**src/rtl/pipe_hazard_ctrl_if.sv**
```systemverilog
// Hazard-controller bundle: decode/execute hazard inputs plus stage enables, flushes and counters.
interface pipe_hazard_ctrl_if #(
   parameter int CNT_W = 16
);
   logic             ex_mem_read;
   logic [4:0]       ex_rd;
   logic [4:0]       id_rs;
   logic [4:0]       id_rt;
   logic             id_use_rs;
   logic             id_use_rt;
   logic             id_md_start;
   logic             id_md_use;
   logic             mem_redirect;

   logic             pc_en;
   logic             if_id_en;
   logic             id_ex_en;
   logic             ex_mem_en;
   logic             mem_wb_en;
   logic             if_id_flush;
   logic             id_ex_flush;
   logic             ex_mem_flush;
   logic             md_busy;
   logic [CNT_W-1:0] stall_cnt;
   logic [CNT_W-1:0] flush_cnt;

   modport master (
      output ex_mem_read, ex_rd, id_rs, id_rt, id_use_rs, id_use_rt,
             id_md_start, id_md_use, mem_redirect,
      input  pc_en, if_id_en, id_ex_en, ex_mem_en, mem_wb_en,
             if_id_flush, id_ex_flush, ex_mem_flush, md_busy, stall_cnt, flush_cnt
   );

   modport slave (
      input  ex_mem_read, ex_rd, id_rs, id_rt, id_use_rs, id_use_rt,
             id_md_start, id_md_use, mem_redirect,
      output pc_en, if_id_en, id_ex_en, ex_mem_en, mem_wb_en,
             if_id_flush, id_ex_flush, ex_mem_flush, md_busy, stall_cnt, flush_cnt
   );
endinterface

```
**src/rtl/pipe_hazard_ctrl.sv**
```systemverilog
// Stall/flush scheduler for the 5-stage pipeline: redirect > MD-unit hazard > load-use.
// Enables/flushes are combinational; MD occupancy and saturating perf counters are registered.
module pipe_hazard_ctrl #(
   parameter int MD_CYCLES = 5,
   parameter int CNT_W     = 16
) (
   input  logic              clk_i,
   input  logic              rst_n_i,
   pipe_hazard_ctrl_if.slave hz
);

   logic [4:0]       md_cnt_q, md_cnt_d;
   logic [CNT_W-1:0] stall_cnt_q, stall_cnt_d;
   logic [CNT_W-1:0] flush_cnt_q, flush_cnt_d;

   logic lu_haz, md_haz, redir, stall;

   always_comb begin
      lu_haz = hz.ex_mem_read && (hz.ex_rd != 5'd0) &&
               ((hz.id_use_rs && (hz.id_rs == hz.ex_rd)) ||
                (hz.id_use_rt && (hz.id_rt == hz.ex_rd)));
      md_haz = (md_cnt_q != 5'd0) && (hz.id_md_use || hz.id_md_start);
      redir  = hz.mem_redirect;
      stall  = (lu_haz || md_haz) && !redir;
   end

   // Everything is held low while reset is asserted, so the stage registers freeze.
   always_comb begin
      hz.pc_en        = 1'b0;
      hz.if_id_en     = 1'b0;
      hz.id_ex_en     = 1'b0;
      hz.ex_mem_en    = 1'b0;
      hz.mem_wb_en    = 1'b0;
      hz.if_id_flush  = 1'b0;
      hz.id_ex_flush  = 1'b0;
      hz.ex_mem_flush = 1'b0;
      if (rst_n_i) begin
         hz.id_ex_en  = 1'b1;
         hz.ex_mem_en = 1'b1;
         hz.mem_wb_en = 1'b1;
         if (redir) begin
            hz.pc_en        = 1'b1;
            hz.if_id_en     = 1'b1;
            hz.if_id_flush  = 1'b1;
            hz.id_ex_flush  = 1'b1;
            hz.ex_mem_flush = 1'b1;
         end else if (stall) begin
            hz.id_ex_flush = 1'b1;
         end else begin
            hz.pc_en    = 1'b1;
            hz.if_id_en = 1'b1;
         end
      end
   end

   // A redirect does not stop a running count: the op issued before the flush.
   always_comb begin
      md_cnt_d = md_cnt_q;
      if (hz.id_md_start && !stall && !redir) begin
         md_cnt_d = 5'(MD_CYCLES);
      end else if (md_cnt_q != 5'd0) begin
         md_cnt_d = md_cnt_q - 5'd1;
      end

      stall_cnt_d = stall_cnt_q;
      if (stall && (stall_cnt_q != {CNT_W{1'b1}})) begin
         stall_cnt_d = stall_cnt_q + CNT_W'(1);
      end

      flush_cnt_d = flush_cnt_q;
      if (redir && (flush_cnt_q != {CNT_W{1'b1}})) begin
         flush_cnt_d = flush_cnt_q + CNT_W'(1);
      end
   end

   always_ff @(posedge clk_i or negedge rst_n_i) begin
      if (!rst_n_i) begin
         md_cnt_q    <= 5'd0;
         stall_cnt_q <= '0;
         flush_cnt_q <= '0;
      end else begin
         md_cnt_q    <= md_cnt_d;
         stall_cnt_q <= stall_cnt_d;
         flush_cnt_q <= flush_cnt_d;
      end
   end

   assign hz.md_busy   = (md_cnt_q != 5'd0);
   assign hz.stall_cnt = stall_cnt_q;
   assign hz.flush_cnt = flush_cnt_q;

endmodule

```
**src/flat_wrapper.sv**
```systemverilog
// flat-port wrapper written by rule: the top's interface ports become plain ports
module pipe_hazard_ctrl_flat 
#(
   parameter int MD_CYCLES = 5,
   parameter int CNT_W     = 16
)
  (clk_i, rst_n_i, hz_ex_mem_read, hz_ex_rd, hz_id_rs, hz_id_rt, hz_id_use_rs, hz_id_use_rt, hz_id_md_start, hz_id_md_use, hz_mem_redirect, hz_pc_en, hz_if_id_en, hz_id_ex_en, hz_ex_mem_en, hz_mem_wb_en, hz_if_id_flush, hz_id_ex_flush, hz_ex_mem_flush, hz_md_busy, hz_stall_cnt, hz_flush_cnt);
  pipe_hazard_ctrl_if #(.CNT_W(CNT_W)) hz_i ();
  input  logic clk_i;
  input  logic rst_n_i;
  input wire logic [$bits(hz_i.ex_mem_read)-1:0] hz_ex_mem_read;
  input wire logic [$bits(hz_i.ex_rd)-1:0] hz_ex_rd;
  input wire logic [$bits(hz_i.id_rs)-1:0] hz_id_rs;
  input wire logic [$bits(hz_i.id_rt)-1:0] hz_id_rt;
  input wire logic [$bits(hz_i.id_use_rs)-1:0] hz_id_use_rs;
  input wire logic [$bits(hz_i.id_use_rt)-1:0] hz_id_use_rt;
  input wire logic [$bits(hz_i.id_md_start)-1:0] hz_id_md_start;
  input wire logic [$bits(hz_i.id_md_use)-1:0] hz_id_md_use;
  input wire logic [$bits(hz_i.mem_redirect)-1:0] hz_mem_redirect;
  output wire logic [$bits(hz_i.pc_en)-1:0] hz_pc_en;
  output wire logic [$bits(hz_i.if_id_en)-1:0] hz_if_id_en;
  output wire logic [$bits(hz_i.id_ex_en)-1:0] hz_id_ex_en;
  output wire logic [$bits(hz_i.ex_mem_en)-1:0] hz_ex_mem_en;
  output wire logic [$bits(hz_i.mem_wb_en)-1:0] hz_mem_wb_en;
  output wire logic [$bits(hz_i.if_id_flush)-1:0] hz_if_id_flush;
  output wire logic [$bits(hz_i.id_ex_flush)-1:0] hz_id_ex_flush;
  output wire logic [$bits(hz_i.ex_mem_flush)-1:0] hz_ex_mem_flush;
  output wire logic [$bits(hz_i.md_busy)-1:0] hz_md_busy;
  output wire logic [$bits(hz_i.stall_cnt)-1:0] hz_stall_cnt;
  output wire logic [$bits(hz_i.flush_cnt)-1:0] hz_flush_cnt;
  assign hz_i.ex_mem_read = hz_ex_mem_read;
  assign hz_i.ex_rd = hz_ex_rd;
  assign hz_i.id_rs = hz_id_rs;
  assign hz_i.id_rt = hz_id_rt;
  assign hz_i.id_use_rs = hz_id_use_rs;
  assign hz_i.id_use_rt = hz_id_use_rt;
  assign hz_i.id_md_start = hz_id_md_start;
  assign hz_i.id_md_use = hz_id_md_use;
  assign hz_i.mem_redirect = hz_mem_redirect;
  assign hz_pc_en = hz_i.pc_en;
  assign hz_if_id_en = hz_i.if_id_en;
  assign hz_id_ex_en = hz_i.id_ex_en;
  assign hz_ex_mem_en = hz_i.ex_mem_en;
  assign hz_mem_wb_en = hz_i.mem_wb_en;
  assign hz_if_id_flush = hz_i.if_id_flush;
  assign hz_id_ex_flush = hz_i.id_ex_flush;
  assign hz_ex_mem_flush = hz_i.ex_mem_flush;
  assign hz_md_busy = hz_i.md_busy;
  assign hz_stall_cnt = hz_i.stall_cnt;
  assign hz_flush_cnt = hz_i.flush_cnt;
  pipe_hazard_ctrl #(.MD_CYCLES(MD_CYCLES), .CNT_W(CNT_W)) u_core (.clk_i(clk_i), .rst_n_i(rst_n_i), .hz(hz_i));
endmodule
```
**config.mk**
```make
export PLATFORM = sky130hd
export DESIGN_NAME = pipe_hazard_ctrl_flat
export DESIGN_NICKNAME = d
export VERILOG_FILES = /design/src/rtl/pipe_hazard_ctrl_if.sv /design/src/rtl/pipe_hazard_ctrl.sv /design/src/flat_wrapper.sv
export SDC_FILE = /design/constraint.sdc
export NUM_CORES = 1
export LEC_CHECK = 0
export BUFFER_PORTS_ARGS = -buffer_cell sky130_fd_sc_hd__buf_2
export CAP_MARGIN = 0
export CORE_ASPECT_RATIO = 1.2
export CORE_UTILIZATION = 34
export DETAILED_ROUTE_END_ITERATION = 8
export GPL_TIMING_DRIVEN = 0
export PLACE_DENSITY_LB_ADDON = 0.08
export SYNTH_ARGS = -nofsm -noshare
export SYNTH_HDL_FRONTEND = slang
export SYNTH_SLANG_ARGS = --single-unit
```
**constraint.sdc**
```tcl
create_clock -name clk_i -period 2.08 [get_ports clk_i]
set_input_delay 0.104 -clock clk_i [delete_from_list [all_inputs] [get_ports clk_i]]
set_output_delay 0.104 -clock clk_i [all_outputs]
set_load 0.02 [all_outputs]
```
# After elaboration in Yosys (flattened, before gate mapping)
# Index checks and enable logic that the tools add are counted.
totals:
  out_inout_bits: 41
  wordCells: 39
  regBits: 37
classes:
  n_eq_ne: 4
  reduce_logical: 18
  add_sub_neg: 3
  mux: 11
op_table:
  columns: ["op", "n"]
  rows:
  - ["16-bit by 1-bit adder with 16-bit output, second input constant", 2]
  - ["16-bit inequality test, second input constant", 2]
  - ["5-bit equality test", 2]
  - ["1-bit logical AND", 10]
  - ["5-bit 2-to-1 mux", 2]
  - ["5-bit nonzero test", 2]
  - ["1-bit 2-to-1 mux", 9]
  - ["5-bit by 1-bit subtractor with 5-bit output, second input constant", 1]
  - ["1-bit logical OR", 3]
  - ["1-bit logical NOT", 2]
  - ["2-bit nonzero test", 1]

# Logic depth before layout (Yosys ltp)
# Gate-level depths: netlist of the first run.
logic_depth:
  word_depth: 10
  depth_mapped: 9
  depth_no_buf: 8

# Worst setup path before layout of the first run
# No wires, ideal clock.
synth_path:
  kind: "flip-flop to output port"
  from: "register u_core.md_cnt_q[0]"
  to: "output port hz_pc_en"
  slack_ps: -515
  stages_incl_launch_ff: 10
  required_time_ps: 1976
  n_path_buf: 2
  t_arrival_ps: 2491
  cell_sequence: "dfrtp_1 -> inv_1 -> ha_1 -> nor4b_4 -> inv_1 -> o21ai_1 -> a21bo_1 -> buf_2 -> a21boi_0 -> buf_4"
synth_between:
  elab_chain_len: 7
synth_rtl:
  columns: ["element", "line", "text"]
  rows:
  - ["from (decl)", "pipe_hazard_ctrl.sv:12", "logic [4:0] md_cnt_q, md_cnt_d;"]
  - ["from (signal assigned)", "pipe_hazard_ctrl.sv:82", "md_cnt_q <= md_cnt_d;"]
  - ["5-bit nonzero test", null, null]
  - ["via hz_md_busy", "flat_wrapper.sv:28", "output wire logic [$bits(hz_i.md_busy)-1:0] hz_md_busy;"]
  - ["1-bit logical AND", "pipe_hazard_ctrl.sv:22", "md_haz = (md_cnt_q != 5'd0) && (hz.id_md_use || hz.id_md_start);"]
  - ["1-bit logical OR", "pipe_hazard_ctrl.sv:24", "stall = (lu_haz || md_haz) && !redir;"]
  - ["1-bit logical AND", "pipe_hazard_ctrl.sv:24", null]
  - ["1-bit 2-to-1 mux", "pipe_hazard_ctrl.sv:47", "end else if (stall) begin"]
  - ["1-bit 2-to-1 mux", "pipe_hazard_ctrl.sv:41", "if (redir) begin"]
  - ["1-bit 2-to-1 mux", "pipe_hazard_ctrl.sv:37", "if (rst_n_i) begin"]
  - ["to (decl)", "flat_wrapper.sv:20", "output wire logic [$bits(hz_i.pc_en)-1:0] hz_pc_en;"]
# The timed path passes the listed nets, and every way through them passes these cells.

# Worst setup path after layout of the first run
layout_path:
  from: "register u_core.md_cnt_q[1]"
  to: "output port hz_pc_en"
layout_between:
  elab_chain_len: 7
layout_rtl:
  columns: ["element", "line"]
  rows:
  - ["5-bit nonzero test", "pipe_hazard_ctrl.sv:22"]
  - ["1-bit logical AND", "pipe_hazard_ctrl.sv:22"]
  - ["1-bit logical OR", "pipe_hazard_ctrl.sv:24"]
  - ["1-bit logical AND", "pipe_hazard_ctrl.sv:24"]
  - ["1-bit 2-to-1 mux", "pipe_hazard_ctrl.sv:47"]
  - ["1-bit 2-to-1 mux", "pipe_hazard_ctrl.sv:41"]
  - ["1-bit 2-to-1 mux", "pipe_hazard_ctrl.sv:37"]
# Every way passes these cells.

==> run_results.csv, run 1 <==
group,metric,value,unit
sta,fmaxAchievable,476,MHz
detailed_routing,num_vias,1688,
synthesis,syn_nets,220,
clock_tree,tritoncts,"yes",
layout,layout.nets,306,
pwr,p_seq_share,41.7,%
synthesis,synth-async-reset-ratio,100,%
setup_path,worstRegToRegCells,9,
global_route,grt_max_degree,38,
setup_path,r2r_setup_slack,0.11,ns
detailed_routing,drtIter0Drc,60,
die,start_util,35.3,%
synthesis,seq_area_frac_synth,46.3,%
die,die-area,0.00619,mm^2
detailed_routing,postRouteAntennaNets,0,
pwr,p_sw_share,37.9,%
sta,post-route-period-util,101,%
job,max_cap_violations,0,
detailed_routing,via_per_inst,4.69,
detailed_routing,wl_per_cell,12.9,um
synthesis,syn_area,0.00200,mm^2
global_route,busiest_layer,"met2",
clock_tree,clk_path_buf_depth,2,
die,die_x,72.0,um
layout,antenna-diode-count,0,
die,row_count,30,
pwr,p_leak,1.31,nW
clock_tree,clk_pin_slew,0.07,ns
detailed_routing,first_pass_iters,4,
synthesis,syn_area_per_cell,10.4,um^2
sta,rsz0062_at_grt,"yes",
run_status,outcome,"complete, but fails checks",
global_route,grt_pass1_vias,1632,
setup_path,critPathMaxFanout,2,
setup_path,cp-startpoint,"u_core.md_cnt_q[1]",
setup_path,crit_arrival,2.00,ns
sta,whs,0.173,ns
die,core_area,0.00567,mm^2
pwr,clock_power_share,18.4,%
synthesis,synth_ff_type,"dfrtp_1",
setup_path,critPathLaunchType,"flip-flop",
synthesis,yosys_warnings,0,
global_route,overflow,0,
setup_path,r2r-start,"u_core.md_cnt_q[1]",
sta,fin_tns_setup,-0.0216,ns
sta,clock-skew-final,0.00470,ns
global_route,grtUsageTotal,16.0,%
synthesis,yosysUniqueCellTypes,38,
pwr,ir_drop,0.601,mV
worst_hold_path,hold_class,"input port to flip-flop",
sta,setup_violations,1,
sta,min_period,2.10,ns
clock_tree,cts_sinks,37,
layout,area_growth,36.0,%
die,io_pins,64,
clock_tree,cts_buffers,5,
place,io_buffers,62,
sta,slew_headroom,62.0,%
global_route,grt_use_met3,4.35,%
sta,worst_slack,-0.0216,ns
clock_tree,cts_max_level,2,
global_route,grt_pass1_wl,7710,um
setup_path,required,1.98,ns
detailed_routing,finalWirelength,4630,um
synthesis,ys_seq_elements,37,
pwr,powerDensity,977,mW/mm^2
clock_tree,clockRootBuffer,"clkbuf_8",
place,routabilityCongestion,0.729,
setup_path,cp-endpoint,"hz_pc_en",
detailed_routing,drc_errors,0,
place,dp_hpwl,3090,um
global_route,antenna_found_initial,0,
setup_path,r2r-end,"u_core.hz.stall_cnt[1]",
layout,drive_gt1_share,40.0,%
pwr,internal-power,0.00165,W
synthesis,syn_inst,193,
sta,hold_viol,0,
global_route,grt_util_met2,27.4,%
pwr,power_frac_comb,39.9,%
sta,tightest_slew,0.570,ns
synthesis,synth-edff-count,0,
sta,slew_viol_final,0,
setup_path,path_class,"flip-flop to output pin",
run_status,violations,"setup timing",
clock_tree,worstSkewPairLatency,0.29,ns
global_route,use_met1,19.7,%
pwr,p_sw,0.00101,W
setup_path,cp-end-kind,"output pin",
die,dieHeight,86.0,um
## stage by stage
step | util, % | setup WS (ns) | power (W) | instances | area (um^2)
after floorplan | - | 0.00151 | 0.00169 | 193 | 2010
after global placement | 42.8 | -0.192 | 0.00198 | 335 | 2420
after detailed placement | 42.8 | -0.202 | 0.00200 | 335 | 2420
after CTS | 47.0 | -0.0441 | 0.00265 | 357 | 2670
after global routing | 47.9 | -0.128 | 0.00286 | 360 | 2720
final | 47.9 | -0.0216 | 0.00266 | 360 | 2720
## area by class of cell
class | instances | area [um^2]
Timing Repair Buffer | 79 | 465
Multi-Input combinational cell | 141 | 1050
Sequential cell | 37 | 926
Inverter | 7 | 26.3
Fill cell | 558 | 2950
Clock buffer | 6 | 72.6
Buffer | 8 | 71.3
Tap cell | 80 | 100
Clock inverter | 2 | 10.0
## power by group through the flow
stage               clock [W]  sequential, W  combinational, W
finish               0.000488        0.00111           0.00106
detailed placement          0        0.00112          0.000875
CTS                  0.000504        0.00111           0.00104
global route         0.000546        0.00114           0.00117
global placement            0        0.00112          0.000862
floorplan                   0        0.00124          0.000459
## critical path: stages, from the launching register on
cell,delay [ns]
dfrtp_1,0.40
inv_2,0.09
ha_4,0.13
nor4b_4,0.23
inv_2,0.08
o21ai_2,0.07
a21bo_4,0.25
buf_8,0.12
a21boi_4,0.13
buf_6,0.11
buf_6,0.10
## cells by family (layout without fill, tap and decap cells)
logic type | count (synthesis) | count (layout) | synth area share (%)
compound gates | 16 | 16 | 6.07
fa+ha+maj | 4 | 4 | 2.50
xor+xnor | 39 | 39 | 17.1
flops | 37 | 37 | 46.3
buf+inv | 15 | 102 | 4.20
simple gates | 78 | 78 | 21.5
mux | 4 | 4 | 2.25
## cells in the mapped netlist, types with 4 or more instances
master / instances / area share (%)
inv_1: 7 / 1.3
mux2_2: 4 / 2.3
nor2_1: 13 / 2.4
and3_1: 6 / 1.9
xnor2_1: 32 / 14
a21oi_1: 4 / 1.0
dfrtp_1: 37 / 46
buf_4: 5 / 1.9
xor2_1: 7 / 3.1
nor3_1: 4 / 1.0
nand4_1: 9 / 2.8
nand2_1: 12 / 2.3
nand3_1: 21 / 5.3
ha_1: 4 / 2.5
## state kept, by name, indices dropped and copies added (netlist names)
| name | cells |
|---|---|
| u_core.hz.flush_cnt | 16 |
| u_core.hz.stall_cnt | 16 |
| u_core.md_cnt_q | 5 |
## worst min path at each step
stage / cells past startpoint / slack (ns) / to / startpoint
floorplan: 0 / -0.19 / u_core.hz.flush_cnt[0] / rst_n_i
global placement: 1 / 0.29 / u_core.hz.stall_cnt[13] / rst_n_i
detailed placement: 1 / 0.30 / u_core.hz.stall_cnt[15] / rst_n_i
CTS: 3 / 0.15 / u_core.md_cnt_q[2] / hz_id_md_start
global route: 3 / 0.17 / u_core.md_cnt_q[1] / hz_id_md_start
finish: 3 / 0.17 / u_core.md_cnt_q[1] / hz_id_md_start
## repair_timing
item | in CTS | in global routing
hold endpoints to repair | 37 | 0
resized for setup | 12 | 6
pin swaps | 2 | 2
hold buffers | 2 | 0
buffers inserted | 12 | 4
setup endpoints to repair | 14 | 17
## layout by cell type (no fill, tap or decap), types with 6 or more instances in the layout
master	n
nor2_1	13
nand3_1	21
dfrtp_1	37
xnor2_1	32
buf_2	60
and3_1	6
xor2_1	7
buf_4	19
nand2_1	12
nand4_1	9
## per-layer routing
| metal | part of all wire [%] | vias up |
|---|---|---|
| met5 | 0 | - |
| met4 | 0.58 | 0 |
| met3 | 4.3 | 2 |
| met2 | 51 | 47 |
| met1 | 44 | 802 |
| li1 | - | 837 |
No activity file was read; power rests on OpenSTA's default activity.
==> run 2, diff against run 1 <==
--- a/config.mk
+++ b/config.mk
@@ -7,11 +7,14 @@
 export LEC_CHECK = 0
 export BUFFER_PORTS_ARGS = -buffer_cell sky130_fd_sc_hd__buf_2
 export CAP_MARGIN = 0
+export CELL_PAD_IN_SITES_DETAIL_PLACEMENT = 1
+export CELL_PAD_IN_SITES_GLOBAL_PLACEMENT = 1
 export CORE_ASPECT_RATIO = 1.2
 export CORE_UTILIZATION = 34
 export DETAILED_ROUTE_END_ITERATION = 8
 export GPL_TIMING_DRIVEN = 0
 export PLACE_DENSITY_LB_ADDON = 0.08
+export SKIP_LAST_GASP = 1
 export SYNTH_ARGS = -nofsm -noshare
 export SYNTH_HDL_FRONTEND = slang
 export SYNTH_SLANG_ARGS = --single-unit
==> run 2 against run 1 <==
Compared with the run above:
- the flow still finishes with violations (setup timing)
- via count increased by 1.8%
- die area unchanged
- clock power decreased by 3%
- combinational power about the same
- critical path depth unchanged
- global-route usage increased by 1.2 points
- power decreased by 1.6%
- final cell count decreased by 0.28%
- fmax decreased by 0.17%
- count of clock-buffer cells in the layout increased by 2
- non-clock buffer count decreased by 1
==> run_results.csv, run 2 (synthesis gave the netlist of run 1 again) <==
group,metric,value,unit
sta,hold_viol,0,
layout,num-fill-cells,675,
sta,post-route-period-util,101,%
layout,layout.nets,305,
die,row_count,30,
setup_path,crit_arrival,2.00,ns
global_route,grt_pass1_vias,1793,
place,io_buffers,62,
global_route,grtUsageTotal,17.2,%
clock_tree,cts_buffers,5,
sta,clock-skew-final,0.00753,ns
layout,final_cells,359,
die,dieHeight,86.0,um
global_route,antenna_found_initial,0,
detailed_routing,finalWirelength,4910,um
clock_tree,cts_max_level,2,
die,start_util,35.3,%
sta,slew_viol_final,0,
clock_tree,clk_pin_slew,0.07,ns
layout,final_common_cell,"buf_2",
setup_path,path_class,"flip-flop to output pin",
setup_path,critPathLaunchType,"flip-flop",
detailed_routing,wl_per_cell,13.7,um
die,die_x,72.0,um
place,routabilityCongestion,0.694,
setup_path,critPathMaxFanout,2,
pwr,powerDensity,967,mW/mm^2
detailed_routing,num_vias,1718,
clock_tree,worstSkewPairLatency,0.28,ns
sta,whs,0.0151,ns
layout,area_growth,35.2,%
die,core_area,0.00567,mm^2
run_status,violations,"setup timing",
detailed_routing,drtIter0Drc,53,
layout,antenna-diode-count,0,
layout,final_cell_mix,"61 x buf_2, 37 x dfrtp_1, 32 x xnor2_1",
sta,rsz0062_at_grt,"yes",
global_route,grt_max_degree,28,
setup_path,required,1.98,ns
detailed_routing,postRouteAntennaNets,0,
detailed_routing,via_per_inst,4.79,
setup_path,r2r_setup_slack,0.10,ns
sta,worst_slack,-0.0251,ns
detailed_routing,drc_errors,0,
place,dp_hpwl,3410,um
setup_path,cp-end-kind,"output pin",
clock_tree,cts_sinks,37,
job,max_cap_violations,0,
pwr,p_leak,1.28,nW
global_route,overflow,0,
sta,fmaxAchievable,475,MHz
layout,drive_gt1_share,38.7,%
detailed_routing,first_pass_iters,4,
clock_tree,clockRootBuffer,"clkbuf_8",
sta,slew_headroom,64.3,%
sta,setup_violations,1,
die,die-area,0.00619,mm^2
worst_hold_path,hold_class,"input port to asynchronous set/reset pin",
sta,tightest_slew,0.534,ns
clock_tree,tritoncts,"yes",
pwr,ir_drop,0.558,mV
die,io_pins,64,
run_status,outcome,"complete, but fails checks",
global_route,grt_pass1_wl,8290,um
place,dp.cells,335,
clock_tree,clk_path_buf_depth,2,
sta,min_period,2.11,ns
## run 2: changes by cell type in the layout (fill, tap and decap cells not counted)
cell	previous run	this run
nor3_2	0	1
clkinv_2	2	0
a31oi_1	0	1
a31oi_2	2	1
nor3_4	1	0
buf_4	19	17
buf_12	1	2
buf_2	60	61
clkbuf_1	2	4
buf_6	4	3
## run 2: routing by layer
metal	vias up	GRT usage, %	part of all wire (%)
li1	834	-	-
met1	830	21.1	46
met2	49	30.4	49
met3	5	3.64	4.8
met4	0	4.81	0.82
met5	-	0	0
## run 2: repair_timing
action	4_1_cts	5_1_grt
buffers inserted	8	5
resized for setup	13	1
pin swaps	2	3
hold buffers	3	0
endpoints found under the setup margin	14	9
hold endpoints to repair	27	0
## run 2: power breakdown
| group | internal (W) | total [W] | switching, W |
|---|---|---|---|
| registers | 0.000898 | 0.00111 | 0.000209 |
| logic | 0.000504 | 0.00103 | 0.000530 |
| clock network | 0.000238 | 0.000472 | 0.000234 |
| total | 0.00164 | 0.00261 | 0.000973 |
## run 2: metrics by stage
step / setup slack [ns] / TNS, ns / power (W) / area [um^2] / util (%)
floorplan: 0.00151 / 0 / 0.00169 / 2010 / -
detailed placement: -0.278 / -1.43 / 0.00200 / 2420 / 42.8
finish: -0.0251 / -0.0251 / 0.00261 / 2700 / 47.7
global route: -0.127 / -0.221 / 0.00282 / 2700 / 47.7
global placement: -0.258 / -1.10 / 0.00198 / 2420 / 42.8
CTS: -0.0950 / -0.162 / 0.00264 / 2660 / 46.9
## run 2: final cells by class
cell class / instances / area, um^2 / area share [%]
Sequential cell: 37 / 926 / 34.3
Multi-Input combinational cell: 141 / 1030 / 38.3
Buffer: 8 / 71.3 / 2.64
Timing Repair Buffer: 78 / 464 / 17.2
Clock buffer: 8 / 80.1 / 2.96
Tap cell: 80 / 100 / 3.71
Inverter: 7 / 26.3 / 0.973
## run 2: worst paths after layout
kind                                        startpoint                     end  cells after the start
worst max-delay path                u_core.md_cnt_q[0]                hz_pc_en                     10
worst min-delay path                           rst_n_i      u_core.md_cnt_q[1]                      3
worst max register to register      u_core.md_cnt_q[0]  u_core.hz.stall_cnt[1]                      9
worst min register to register  u_core.hz.flush_cnt[6]  u_core.hz.flush_cnt[6]                      1
max in group asynchronous                      rst_n_i  u_core.hz.flush_cnt[5]                      2
min in group clk_i                      hz_id_md_start      u_core.md_cnt_q[1]                      3
## run 2: worst max-delay path, stage by stage (launching register included)
cell and delay [ns]:
dfrtp_1 0.39, inv_2 0.09, ha_4 0.13, nor4b_4 0.24
inv_2 0.07, o21ai_2 0.08, a21bo_4 0.26, buf_8 0.12
a21boi_4 0.14, buf_6 0.11, buf_6 0.10
